File: config.mk
export PLATFORM = sky130hd
export DESIGN_NAME = match_timer_ctrl
export DESIGN_NICKNAME = d
export VERILOG_FILES = /design/src/rtl/match_timer_ctrl.sv
export SDC_FILE = /design/constraint.sdc
export NUM_CORES = 1
export LEC_CHECK = 0
export BUFFER_PORTS_ARGS = -buffer_cell sky130_fd_sc_hd__buf_2
export CAP_MARGIN = 20
export CORE_MARGIN = 10
export CORE_UTILIZATION = 57
export DETAILED_ROUTE_END_ITERATION = 7
export PLACE_DENSITY = 0.79
export SLEW_MARGIN = 20
export SYNTH_ARGS = -nofsm -noshare
export SYNTH_HDL_FRONTEND = slang
export SYNTH_SLANG_ARGS = --single-unit
File: constraint.sdc
create_clock -name clk -period 2.7 [get_ports clk]
set_input_delay 0.405 -clock clk [delete_from_list [all_inputs] [get_ports clk]]
set_output_delay 0.405 -clock clk [all_outputs]
set_load 0.005 [all_outputs]
File: src/rtl/match_timer_ctrl.sv
// Match timer controller: BCD countdown of the match clock with run, pause,
// post-goal hold and game-over handling for the game core.
module match_timer_ctrl #(
    parameter int MATCH_SECONDS     = 120,
    parameter int GOAL_HOLD_SECONDS = 3
) (
    input  logic       clk,
    input  logic       resetN,
    input  logic       one_sec,
    input  logic       start,
    input  logic       pause,
    input  logic       goal,
    output logic [3:0] min_digit,
    output logic [3:0] sec_tens,
    output logic [3:0] sec_ones,
    output logic       game_active,
    output logic       last_ten,
    output logic       time_up,
    output logic       game_over
);

    typedef enum logic [2:0] {IDLE, RUN, PAUSE, HOLD, OVER} stateT;

    localparam logic [3:0]  INIT_MIN   = 4'(MATCH_SECONDS / 60);
    localparam logic [3:0]  INIT_TENS  = 4'((MATCH_SECONDS % 60) / 10);
    localparam logic [3:0]  INIT_ONES  = 4'(MATCH_SECONDS % 10);
    localparam logic [11:0] LOAD_COUNT = {INIT_MIN, INIT_TENS, INIT_ONES};
    localparam logic [3:0]  HOLD_LOAD  = 4'(GOAL_HOLD_SECONDS);

    stateT       state, nextState;
    logic [11:0] count, nextCount, decCount;
    logic [3:0]  holdCount, nextHold;

    assign min_digit = count[11:8];
    assign sec_tens  = count[7:4];
    assign sec_ones  = count[3:0];

    // One-second BCD decrement with borrows; saturates at 0:00.
    always_comb begin
        decCount = count;
        if (count[3:0] != 4'd0) begin
            decCount[3:0] = count[3:0] - 4'd1;
        end else if (count[7:4] != 4'd0) begin
            decCount[7:4] = count[7:4] - 4'd1;
            decCount[3:0] = 4'd9;
        end else if (count[11:8] != 4'd0) begin
            decCount[11:8] = count[11:8] - 4'd1;
            decCount[7:4]  = 4'd5;
            decCount[3:0]  = 4'd9;
        end
    end

    always_comb begin
        nextState = state;
        nextCount = count;
        nextHold  = holdCount;
        unique case (state)
            IDLE: begin
                if (start) begin
                    nextCount = LOAD_COUNT;
                    nextState = RUN;
                end
            end
            RUN: begin
                if (start) begin
                    nextCount = LOAD_COUNT;
                end else begin
                    if (one_sec) nextCount = decCount;
                    if (one_sec && count == 12'h001) begin
                        nextState = OVER;
                    end else if (goal) begin
                        nextState = HOLD;
                        nextHold  = HOLD_LOAD;
                    end else if (pause) begin
                        nextState = PAUSE;
                    end
                end
            end
            PAUSE: begin
                if (start) begin
                    nextCount = LOAD_COUNT;
                    nextState = RUN;
                end else if (pause) begin
                    nextState = RUN;
                end
            end
            HOLD: begin
                if (start) begin
                    nextCount = LOAD_COUNT;
                    nextHold  = 4'd0;
                    nextState = RUN;
                end else if (one_sec) begin
                    // A hold count of 1 (or a stray 0) expires on this tick.
                    if (holdCount <= 4'd1) begin
                        nextHold  = 4'd0;
                        nextState = RUN;
                    end else begin
                        nextHold = holdCount - 4'd1;
                    end
                end
            end
            OVER: begin
                nextCount = 12'h000;
                if (start) begin
                    nextCount = LOAD_COUNT;
                    nextState = RUN;
                end
            end
            default: nextState = IDLE;
        endcase
    end

    // Status flags are derived from next-state values so they line up with
    // the registered counter on the same edge. Packed BCD orders like binary.
    always_ff @(posedge clk or negedge resetN) begin
        if (!resetN) begin
            state       <= IDLE;
            count       <= LOAD_COUNT;
            holdCount   <= 4'd0;
            game_active <= 1'b0;
            last_ten    <= 1'b0;
            time_up     <= 1'b0;
            game_over   <= 1'b0;
        end else begin
            state       <= nextState;
            count       <= nextCount;
            holdCount   <= nextHold;
            game_active <= (nextState == RUN);
            last_ten    <= ((nextState == RUN) || (nextState == PAUSE)) &&
                           (nextCount != 12'h000) && (nextCount <= 12'h010);
            time_up     <= (state == RUN) && (nextState == OVER);
            game_over   <= (nextState == OVER);
        end
    end

endmodule

==> Implementation_results.wiki, run 1 <==
{| class="wikitable"
! Metric !! Value
|-
| Largest net degree at the start of global routing || 24
|-
| Clock Skews || 0.004250 ns
|-
| Yosys top cell by area || dfrtp_1
|-
| Cell at the slowest stage of the critical path || or3b_2
|-
| Placeable core area || 2734 sq um
|-
| Post-synth EDFFs || 0
|-
| Filler cell count || 228
|-
| Startpoint Class || flip-flop
|-
| Flip-flop and latch count after synthesis || 23
|-
| PnR worst setup slack || 0.1876 ns
|-
| Number of antenna violations at the first check in global routing || 0
|-
| Wire per inst || 17.55 microns
|-
| Design Area, Final || 1773 sq um
|-
| Endpoint type of the worst setup path || flip-flop
|-
| Io pins || 22
|-
| Cell types with the largest area share after synthesis || dfrtp_1, o21ai_0, ha_1, inv_1, nand2b_1
|-
| Chip width || 73.19 microns
|-
| Count of routing violations after the opening detailed-route iteration || 193
|-
| Endpoints failing setup || 0
|-
| Worst skew pair latency || 0.32 ns
|-
| Net count after synthesis || 185
|-
| Total Power Consumption || 1924 uW
|-
| Effective utilization at floorplan || 58.99%
|-
| Portion of total power attributed to sequential cells || 30.6%
|-
| Delay contributed by the slowest stage of the critical path || 0.52 ns
|-
| Via count of the routed design || 1431
|-
| Final Hold Slack || 0.03721 ns
|-
| Placed Instance Area || 1704 sq um
|-
| Worst slew margin relative to its limit || 63.01%
|-
| Syn Inst Count || 172
|-
| Unique cell type count in the Yosys netlist || 54
|-
| Net Sw Frac || 46.93%
|-
| Cell mode on critical path || a211oi_2
|-
| Outcome || finished, final reports clean
|-
| Class of the tightest hold or removal check || in2async
|-
| Average cell area after synthesis || 9.377 sq um
|-
| Internal power consumption || 1021 uW
|-
| Share of power burned in the clock network || 8.8%
|-
| Via density per instance || 6.417
|-
| Final antenna-violating net count || 0
|-
| Max Freq || 0.3980 GHz
|-
| Max Transition Viols Final || 0
|-
| Gpl congestion || 0.8740
|-
| Area share of the leading cell type in the synthesized netlist || 34.13%
|-
| Clk slew on worst S/H paths || 0.13 ns
|-
| TritonCTS Buffers || 3
|-
| Number of input and output port buffers inserted || 21
|-
| GRT Resource Usage Total || 14.71%
|-
| Global-route wire length before repair || 6.472 mm
|-
| Combined buffer and inverter count along the critical path || 1
|-
| Count of inserted antenna diode cells || 0
|-
| Worst IR Drop VDD || 815.3 uV
|-
| DRC Markers || 0
|-
| Number of levels the H-tree was split into || 1
|-
| Number of cell rows || 19
|-
| CTS tree || built
|-
| Number of global-route vias before repair || 1437
|-
| Area grow syn2layout || 9.930%
|-
| Synth warnings || 0
|-
| First-pass DRT Iterations || 4
|-
| Number of endpoints with negative hold slack in the final report || 0
|-
| CTS Root Buffer Type || clkbuf_4
|-
| Crit path DAT || 2.76 ns
|-
| Post-layout minimum cycle time || 2.512 ns
|-
| Most used DFF post-synth || dfrtp_1
|-
| Max Cap Viol || 0
|-
| Summed instance area of the synthesized netlist || 1613 sq um
|-
| Beginning of the critical path || count[4]$_DFF_PN0_
|-
| Critical path type || reg2reg
|-
| Source of the worst register-to-register timing path || count[4]$_DFF_PN0_
|-
| Top cell family by delay on the critical path || compound AO/OA/AOI/OAI gates
|-
| Net total in the final layout || 206
|-
| Highest fanout seen on the critical path || 5
|-
| Share of cells above drive strength 1 || 26.56%
|-
| Clock sink count || 23
|-
| Fin crit share || 93.05%
|-
| Routed wire length || 3.914 mm
|-
| Area enclosed by the die boundary || 5357 sq um
|-
| HPWL after detailed placement || 2.823 mm
|-
| Slew at the pin with the worst max-slew slack || 0.5549 ns
|-
| CP cell instances || inv_1 -> ha_1 -> or3b_2 -> o31ai_2 -> nor3_1 -> a211oi_2 -> nand4_1 -> a211oi_2
|-
| Power per cell area || 1085 nW/um^2
|-
| Vert. Die Dim || 73.19 microns
|-
| Overflow after GRT || 0
|-
| Static Leak || 0.0008154 uW
|-
| Share of power burned in combinational logic || 60.6%
|-
| Number of hold buffers added after CTS || 0
|-
| Worst Path Required || 2.95 ns
|-
| Sequential-to-total area share from yosys stat || 35.76%
|-
| Worst slack at placement || 0.1212 ns
|-
| Maximum buffer depth of the clock tree || 2
|-
| Ys async rst share || 100.0%
|-
| Sw Pwr || 903.2 uW
|}
## cells in the final DEF (no fill, tap or decap), drive strengths merged, types with 4 or more instances in the layout
cell type / n
inv: 12
a211oi: 5
nor2: 7
ha: 7
clkbuf: 4
nor4b: 4
dfrtp: 22
buf: 24
nor3b: 6
nor3: 8
or3b: 4
nand2b: 7
o21ai: 21
a21oi: 8
nand2: 8
## cell families (layout without fill, tap and decap cells)
kind of cell,after synthesis,in the layout,synth area share [%]
simple gates,66,67,28.78
compound gates,52,52,21.33
flops,23,23,35.76
buf+inv,21,40,6.981
fa+ha+maj,7,7,5.430
xor+xnor,2,2,1.086
mux,1,1,0.6207
## state kept, by name, summed over array words and instances, names as in the netlist
signal / count
state: 3
count: 12
game_active: 1
holdCount: 4
time_up: 1
game_over: 1
last_ten: 1
## per-stage QoR
stage / std cells / utilization (%) / setup TNS (ns)
final: 223 / 64.85 / 0
after global routing: 223 / 64.85 / -0.02478
after detailed placement: 217 / 62.33 / 0
after global placement: 217 / 62.33 / 0
after floorplan: 172 / - / 0
after CTS: 221 / 63.30 / 0
## final timing paths
| path | endpoint | cells past startpoint | slack (ns) |
|---|---|---|---|
| max in group asynchronous | count[9]$_DFF_PN1_ | 1 | 2.30 |
| min reg2reg | holdCount[0]$_DFFE_PN0P_ | 2 | 0.57 |
| min | count[4]$_DFF_PN0_ | 1 | 0.04 |
| max reg2reg | last_ten$_DFF_PN0_ | 8 | 0.19 |
| max | last_ten$_DFF_PN0_ | 8 | 0.19 |
| min in group clk | count[9]$_DFF_PN1_ | 5 | 0.44 |
## synthesized netlist by cell type (2+ instances only)
master / instances
nand4_1: 3
dfrtp_1: 22
or4b_1: 3
a31oi_1: 3
or3b_2: 4
o31ai_1: 2
buf_6: 3
o21ai_1: 2
inv_1: 12
xnor2_1: 2
nor3b_1: 3
nor3_1: 8
a21oi_1: 7
o21ai_0: 19
ha_1: 7
nand2b_1: 7
nor4_1: 2
nor2_1: 7
buf_2: 3
nand2_1: 8
a211oi_1: 4
buf_4: 2
nor4b_1: 2
a221o_1: 3
nand3_1: 2
or3_1: 3
a31o_2: 2
## power groups by stage
stage          Sequential, uW  Clock (uW)  Combinational [uW]
2_1_floorplan             553           0                 861
3_3_place_gp              577           0                1050
3_5_place_dp              589           0                1070
4_1_cts                   580         173                1080
5_1_grt                   613         188                1290
6_report                  589         169                1170
## per-layer routing
layer | routed length [microns] | track usage [%] | up-vias
met4 | 99 | 6.751 | 0
met2 | 1927 | 23.59 | 46
met3 | 277 | 3.401 | 12
met5 | 0 | 0 | -
li1 | - | - | 684
met1 | 1610 | 18.10 | 689
## final cells by class
type                    count  area, sq um  share of cell area, %
clock buffers               4        26.28                  1.482
multi-input cells         129        958.4                  54.06
repair buffers             24        127.6                  7.198
well taps                  31        38.79                  2.188
inverters                  12        45.04                  2.541
flip-flops and latches     23        576.8                  32.53
## what timing repair did
| item | in CTS | in global routing |
|---|---|---|
| buffers inserted | 0 | 1 |
| resized for setup | 0 | 6 |
| endpoints found under the setup margin | 0 | 1 |
Note: power is estimated with default switching activity, not from simulation.
==> run 2: changes to the inputs <==
ABC_AREA = 1   (was unset)
CELL_PAD_IN_SITES_DETAIL_PLACEMENT = 0   (was unset)
CELL_PAD_IN_SITES_GLOBAL_PLACEMENT = 1   (was unset)
CORE_UTILIZATION = 41   (was 57)
PLACE_DENSITY = unset   (was 0.79)
PLACE_DENSITY_LB_ADDON = 0.1   (was unset)
==> run 2 against run 1 <==
Critical path type unchanged; count of clock-buffer cells in the layout shrank 1; via count rose by 3.4%; first-iteration DRC count shrank 44%; cell area rose by 3.7%; sequential cell count unchanged; non-clock buffer count down 3; hold slack better by 0.075 ns; combinational power barely moved; highest routed layer unchanged; area after synthesis increased by 1.9%; largest power group unchanged; largest cell class unchanged.
==> Implementation_results.wiki, run 2 <==
{| class="wikitable"
! Metric !! Value
|-
| Worst slew margin relative to its limit || 64.56% (+1.6 points)
|-
| Io pins || 22 (unchanged)
|-
| Post-layout instance count excluding filler cells || 299 (+34%)
|-
| Setup TNS || 0 ns (unchanged)
|-
| Leading cell types in the layout, fill and taps excluded || nand2_1, inv_1, nor2_1, dfrtp_1, buf_2
|-
| CP cell instances || inv_1 -> ha_1 -> nand2_1 -> nor2_2 -> nand2_1 -> a21oi_1 -> nor3_1 -> inv_1 -> a31oi_1 -> nor2_1
|-
| Number of hold buffers added after CTS || 0 (unchanged)
|-
| Most repeated cell in the gate-level netlist after synthesis || nand2_1
|-
| Number of levels the H-tree was split into || 1 (unchanged)
|-
| Most used DFF post-synth || dfrtp_1
|-
| Endpoint type of the worst setup path || flip-flop
|-
| Delay contributed by the slowest stage of the critical path || 0.57 ns (+0.05 ns)
|-
| Net count after synthesis || 241 (+30%)
|-
| Worst Path Required || 2.85 ns (-0.10 ns)
|-
| Area enclosed by the die boundary || 6939 sq um (+30%)
|-
| Sequential-to-total area share from yosys stat || 35.11% (-0.65 points)
|-
| Commonest cells in the netlist || nand2_1, inv_1, dfrtp_1, nor2_1, nand3_1
|-
| HPWL after detailed placement || 3.101 mm (+9.8%)
|-
| First-pass DRT Iterations || 4 (unchanged)
|-
| Design Area, Final || 1838 sq um (+3.7%)
|-
| Maximum buffer depth of the clock tree || 2 (unchanged)
|-
| Fin crit share || 77.49% (-16 points)
|-
| Area grow syn2layout || 11.88%
|-
| Class of the tightest hold or removal check || in2async
|-
| Synth warnings || 0 (unchanged)
|-
| Vert. Die Dim || 83.30 microns (+14%)
|-
| Clock sink count || 23 (unchanged)
|-
| Portion of total power attributed to sequential cells || 28.4% (-2.2 points)
|-
| Crit path DAT || 2.24 ns (-0.52 ns)
|-
| Number of input and output port buffers inserted || 21 (unchanged)
|-
| Unique cell type count in the Yosys netlist || 32 (-41%)
|-
| Flip-flop and latch count after synthesis || 23 (unchanged)
|-
| Net Sw Frac || 50.64% (+3.7 points)
|-
| Outcome || finished, final reports clean
|-
| Largest register FFs || 12 (unchanged)
|-
| Buffers inserted by post-CTS timing repair || 0 (unchanged)
|-
| Slew at the pin with the worst max-slew slack || 0.5267 ns (-0.02816 ns)
|-
| Count of inserted antenna diode cells || 0 (unchanged)
|-
| Overflow after GRT || 0 (unchanged)
|-
| Number of antenna violations at the first check in global routing || 0 (unchanged)
|-
| Largest net degree at the start of global routing || 24 (unchanged)
|-
| Static Leak || 0.001002 uW (+23%)
|-
| Global-route wire length before repair || 6.624 mm (+2.3%)
|-
| Worst skew pair latency || 0.26 ns (-0.06 ns)
|-
| Placed Cells incl. Taps || 295 (+36%)
|-
| Total Power Consumption || 1969 uW (+2.3%)
|-
| Cell at the slowest stage of the critical path || dfstp_2
|-
| Max Freq || 0.4780 GHz (+20%)
|-
| Critical path type || reg2reg
|-
| Share of power burned in combinational logic || 60.7% (about the same)
|-
| Placed Instance Area || 1792 sq um (+5.1%)
|-
| Clk slew on worst S/H paths || 0.08 ns (-0.05 ns)
|-
| Sw Pwr || 997.3 uW (+10%)
|-
| Internal power consumption || 972.1 uW (-4.8%)
|-
| DRC Markers || 0 (unchanged)
|-
| Setup repair after global routing missed its margin || false
|-
| GRT Resource Usage Total || 11.11% (-3.6 points)
|-
| Share of power burned in the clock network || 10.9% (+2.1 points)
|-
| Highest fanout seen on the critical path || 5 (unchanged)
|-
| Syn Inst Count || 228 (+33%)
|-
| CTS tree || built
|-
| Number of global-route vias before repair || 1368 (-4.8%)
|-
| Startpoint Class || flip-flop
|-
| Most flop-heavy register || count
|-
| Max Transition Viols Final || 0 (unchanged)
|-
| Via count of the routed design || 1479 (+3.4%)
|-
| Placeable core area || 3771 sq um (+38%)
|-
| Post-synth EDFFs || 0 (unchanged)
|-
| Clock Skews || 0.002743 ns (-0.001507 ns)
|-
| PnR worst setup slack || 0.6077 ns (+0.4201 ns)
|-
| Count of routing violations after the opening detailed-route iteration || 109 (-44%)
|-
| Yosys top cell by area || dfrtp_1
|-
| Power per cell area || 1071 nW/um^2 (-1.3%)
|-
| Worst IR Drop VDD || 502.4 uV (-38%)
|-
| Final antenna-violating net count || 0 (unchanged)
|-
| Worst slack at placement || 0.6549 ns (+0.5337 ns)
|-
| Wire per inst || 13.28 microns (-24%)
|-
| TritonCTS Buffers || 3 (unchanged)
|-
| Post-layout minimum cycle time || 2.092 ns (-0.4201 ns)
|-
| Max Cap Viol || 0 (unchanged)
|-
| CTS Root Buffer Type || clkbuf_8
|-
| Net total in the final layout || 265 (+29%)
|-
| Commonest non-fill, non-tap cell in the layout || nand2_1
|-
| Share of cells above drive strength 1 || 18.73% (-7.8 points)
|-
| Via density per instance || 4.946 (-23%)
|-
| Gpl congestion || 0.8153 (-6.7%)
|-
| Number of cells upsized or downsized after cts || 0 (unchanged)
|-
| Effective utilization at floorplan || 43.56% (-15 points)
|-
| Average cell area after synthesis || 7.205 sq um (-23%)
|-
| Summed instance area of the synthesized netlist || 1643 sq um (+1.9%)
|-
| Chip width || 83.30 microns (+14%)
|-
| Largest registers ranked by flip-flop count || count x12, holdCount x4, state x3
|-
| Routed wire length || 3.971 mm (+1.5%)
|-
| Ys async rst share || 100.0% (unchanged)
|-
| Endpoints failing setup || 0 (unchanged)
|-
| Number of endpoints with negative hold slack in the final report || 0 (unchanged)
|-
| Area share of the leading cell type in the synthesized netlist || 33.51% (-0.62 points)
|-
| Cell types with the largest area share after synthesis || dfrtp_1, nand2_1, inv_1, nand3_1, ha_1
|-
| Number of cell rows || 22 (+3)
|}
-- run 2: cell count changes after synthesis, moves of 4 or more --
cell,before,now
a211oi_1,4,0
a21oi_1,7,11
inv_1,12,31
nand2_1,8,57
nand2b_1,7,0
nand3_1,2,20
nor2_1,7,22
nor2_2,0,4
nor3_1,8,4
o21ai_0,19,8
or3b_2,4,0
-- run 2: cell families (layout without fill, tap and decap cells) --
family                   Yosys count  in the layout  share of synthesized area [%]
AND/OR/NAND/NOR                  126            126                          37.24
XOR/XNOR                           3              3                          1.600
AO/OA/AOI/OAI                     31             31                          11.04
adder cells (fa/ha/maj)            7              7                          5.331
flip-flops                        23             23                          35.11
buffers and inverters             38             61                          9.672
-- run 2: final cells by class --
cell class / count / area [sq um]
clock buffer: 3 / 41.29
fill: 397 / 1933
timing repair buffer: 21 / 105.1
multi-input combinational: 167 / 907.1
clock inverter: 1 / 5.005
inverter: 36 / 142.6
sequential: 23 / 576.8
tap: 48 / 60.06
-- run 2: final timing paths --
path / start / endpoint / slack (ns) / depth (start not counted)
max: count[9]$_DFF_PN1_ / holdCount[2]$_DFFE_PN0P_ / 0.61 / 10
min: resetN / count[6]$_DFF_PN0_ / 0.11 / 1
max reg2reg: count[9]$_DFF_PN1_ / holdCount[2]$_DFFE_PN0P_ / 0.61 / 10
min reg2reg: holdCount[1]$_DFFE_PN0P_ / holdCount[1]$_DFFE_PN0P_ / 0.54 / 2
max in group asynchronous: resetN / count[9]$_DFF_PN1_ / 2.22 / 1
min in group clk: start / time_up$_DFF_PN0_ / 0.46 / 2
-- run 2: metal layers --
metal	part of all wire, %	up-vias	GRT usage [%]
met2	43	32	16.06
met3	6.5	2	3.711
met5	0	-	0
li1	-	786	-
met1	50	659	15.77
met4	0.45	0	1.385
-- run 2: per-stage QoR --
| stage | hold slack (ns) | utilization (%) |
|---|---|---|
| finish | 0.1120 | 48.74 |
| global route | 0.1358 | 48.74 |
| CTS | 0.1279 | 48.74 |
| detailed placement | 0.4192 | 47.51 |
| global placement | 0.4137 | 47.51 |
| floorplan | 0.1094 | - |
-- run 2: power groups by stage --
stage               clock (uW)  combinational (uW)  sequential (uW)
floorplan                    0                 909              554
detailed placement           0                1190              568
finish                     214                1200              559
CTS                        225                1200              561
global placement             0                1220              565
global route               244                1360              576
-- run 2: critical path: cells and delay by family, from the launching register on --
kind	cells	cell delay [ns]
adder cells (fa/ha/maj)	1	0.20
flip-flops	1	0.57
buffers and inverters	2	0.22
AND/OR/NAND/NOR	5	0.70
AO/OA/AOI/OAI	2	0.30
==> run 3: changes to the inputs <==
ABC_AREA = 0   (was 1)
CORE_UTILIZATION = 44   (was 41)
clock period = 1.95 ns   (was 2.7 ns; I/O delays follow)
==> run 3 against run 2 <==
The run now ends with hold timing, setup timing left; sequential share of layout area shrank 8.6 points; sequential cell count is the same; combinational power grew to 2.5 times the previous value.
==> Implementation_results.wiki, run 3 (synthesized netlist as in run 1, its figures left out) <==
{| class="wikitable"
! Metric !! Value
|-
| Slew at the pin with the worst max-slew slack || 0.5500 ns (+0.02324 ns)
|-
| Final core utilization || 73.65% (+25 points)
|-
| Number of input and output port buffers inserted || 21 (unchanged)
|-
| Commonest non-fill, non-tap cell in the layout || buf_4
|-
| Placed Cells incl. Taps || 294 (-0.34%)
|-
| Sw Pwr || 1691 uW (+70%)
|-
| Post-layout instance count excluding filler cells || 310 (+3.7%)
|-
| Wire per inst || 16.62 microns (+25%)
|-
| PnR worst setup slack || -0.3313 ns (-0.9390 ns)
|-
| Number of antenna violations at the first check in global routing || 0 (unchanged)
|-
| Internal power consumption || 2430 uW (+150%)
|-
| Highest fanout seen on the critical path || 4 (-1)
|-
| Startpoint Class || flip-flop
|-
| Endpoint type of the worst setup path || flip-flop
|-
| Class of the tightest hold or removal check || in2async
|-
| Static Leak || 0.001202 uW (+20%)
|-
| Number of levels the H-tree was split into || 1 (unchanged)
|-
| Largest registers ranked by flip-flop count || count x12, holdCount x4, state x3
|-
| Outcome || finished, violations left
|-
| Io pins || 22 (unchanged)
|-
| Effective utilization at floorplan || 46.86% (+3.3 points)
|-
| First-pass DRT Iterations || 4 (unchanged)
|-
| Global-route wire length before repair || 8.293 mm (+25%)
|-
| Largest net degree at the start of global routing || 24 (unchanged)
|-
| Setup TNS || -0.7000 ns (-0.7000 ns)
|-
| Clock sink count || 23 (unchanged)
|-
| Net Sw Frac || 41.04% (-9.6 points)
|-
| TritonCTS Buffers || 3 (unchanged)
|-
| Critical path type || reg2reg
|-
| Gpl congestion || 0.8936 (+9.6%)
|-
| Largest register FFs || 12 (unchanged)
|-
| Post-layout minimum cycle time || 2.281 ns (+0.1890 ns)
|-
| Maximum buffer depth of the clock tree || 2 (unchanged)
|-
| Max Transition Viols Final || 0 (unchanged)
|-
| Via density per instance || 5.690 (+15%)
|-
| Worst IR Drop VDD || 972.0 uV (+93%)
|-
| Endpoints failing setup || 4 (+4)
|-
| Area grow syn2layout || 57.18%
|-
| Max Freq || 0.4384 GHz (-8.3%)
|-
| Number of endpoints with negative hold slack in the final report || 11 (+11)
|-
| Setup repair after global routing missed its margin || true
|-
| Fin crit share || 117.0% (+39 points)
|-
| Total Power Consumption || 4121 uW (+110%)
|-
| GRT Resource Usage Total || 15.66% (+4.6 points)
|-
| Chip width || 80.54 microns (-3.3%)
|-
| Max Cap Viol || 0 (unchanged)
|-
| Placeable core area || 3442 sq um (-8.7%)
|-
| Count of routing violations after the opening detailed-route iteration || 133 (+22%)
|-
| Number of global-route vias before repair || 1744 (+27%)
|-
| CTS Root Buffer Type || clkbuf_8
|-
| Count of inserted antenna diode cells || 0 (unchanged)
|-
| Clock Skews || 0.005032 ns (+0.002289 ns)
|-
| Area enclosed by the die boundary || 6487 sq um (-6.5%)
|-
| Worst Path Required || 2.14 ns (-0.71 ns)
|-
| Worst skew pair latency || 0.27 ns (about the same)
|-
| Power per cell area || 1626 nW/um^2 (+52%)
|-
| Crit path DAT || 2.47 ns (+0.23 ns)
|-
| Share of power burned in combinational logic || 73.6% (+13 points)
|-
| Final antenna-violating net count || 0 (unchanged)
|-
| Routed wire length || 5.153 mm (+30%)
|-
| HPWL after detailed placement || 3.681 mm (+19%)
|-
| Number of cell rows || 21 (-4.5%)
|-
| DRC Markers || 0 (unchanged)
|-
| Via count of the routed design || 1764 (+19%)
|-
| Worst slew margin relative to its limit || 63.34% (-1.2 points)
|-
| Vert. Die Dim || 80.54 microns (-3.3%)
|-
| Overflow after GRT || 0 (unchanged)
|-
| Net total in the final layout || 278 (+4.9%)
|-
| Most flop-heavy register || count
|-
| CTS tree || built
|-
| Leading cell types in the layout, fill and taps excluded || buf_4, dfrtp_1, buf_2, o21ai_1, inv_2
|-
| Number of hold buffers added after CTS || 0 (unchanged)
|-
| Clk slew on worst S/H paths || 0.09 ns (about the same)
|-
| Share of power burned in the clock network || 7.7% (-3.2 points)
|-
| Final Hold Slack || -0.007829 ns (-0.1199 ns)
|-
| Share of cells above drive strength 1 || 56.44% (+38 points)
|-
| Violations in the final reports || hold timing, setup timing
|-
| Portion of total power attributed to sequential cells || 18.7% (-9.7 points)
|}
run 3: changes by cell type in the layout (fill, tap and decap cells not counted), sizes merged, moves of 5 or more:
cell	delta
nand2	-54
nand3	-20
a211oi	+5
nand2b	+7
buf	+75
inv	-24
nor2	-20
o21ai	+9
run 3: area by class of cell:
class	instances	area (sq um)
clock buffers	4	45.04
fillers	254	907.1
inverters	12	45.04
multi-input cells	129	1126
flip-flops and latches	23	578.1
well taps	46	57.56
repair buffers	96	683.2
run 3: path summary, 6_finish.rpt:
check                                          from                  endpoint  slack [ns]  cells after the start
hold / removal                               resetN        count[7]$_DFF_PN0_      -0.008                      1
max in group asynchronous                    resetN        state[2]$_DFF_PN0_        1.56                      1
setup / recovery                 count[9]$_DFF_PN1_        last_ten$_DFF_PN0_       -0.33                      9
hold reg to reg            holdCount[1]$_DFFE_PN0P_  holdCount[3]$_DFFE_PN0P_        0.57                      3
min in group clk                            one_sec        count[2]$_DFF_PN0_        0.49                      4
setup reg to reg                 count[9]$_DFF_PN1_        last_ten$_DFF_PN0_       -0.33                      9
run 3: worst max-delay path, stage by stage, from the launching register on:
cell	delay (ns)
dfstp_2	0.55
inv_2	0.05
ha_4	0.16
or3b_4	0.26
buf_6	0.10
nand3_4	0.08
mux2i_1	0.15
a21oi_1	0.20
or4b_4	0.49
a211oi_2	0.15
run 3: routing by layer:
metal	up-vias	global-route usage [%]	wire (microns)
met5	-	0	0
met3	10	3.452	344
li1	827	-	-
met1	861	20.06	2276
met2	66	25.72	2471
met4	0	4.049	61
run 3: power groups by stage:
stage,Combinational [uW],Sequential (uW),Clock [uW]
after floorplan,1220,770,0
after detailed placement,2340,751,0
after CTS,2760,765,321
final,3030,772,318
after global placement,2300,739,0
after global routing,3260,790,332
run 3: per-stage QoR:
stage	instance area (sq um)	setup slack [ns]
5_1_grt	2535	-0.3924
2_1_floorplan	1642	-0.2692
6_report	2535	-0.3313
3_3_place_gp	2217	-0.3533
3_5_place_dp	2217	-0.4473
4_1_cts	2444	-0.2851
run 3: what timing repair did:
item / CTS / global route
setup endpoints to repair: 8 / 9
pin swaps: 15 / 6
resized for setup: 27 / 25
setup buffers: 8 / 5
cloned: 1 / 0
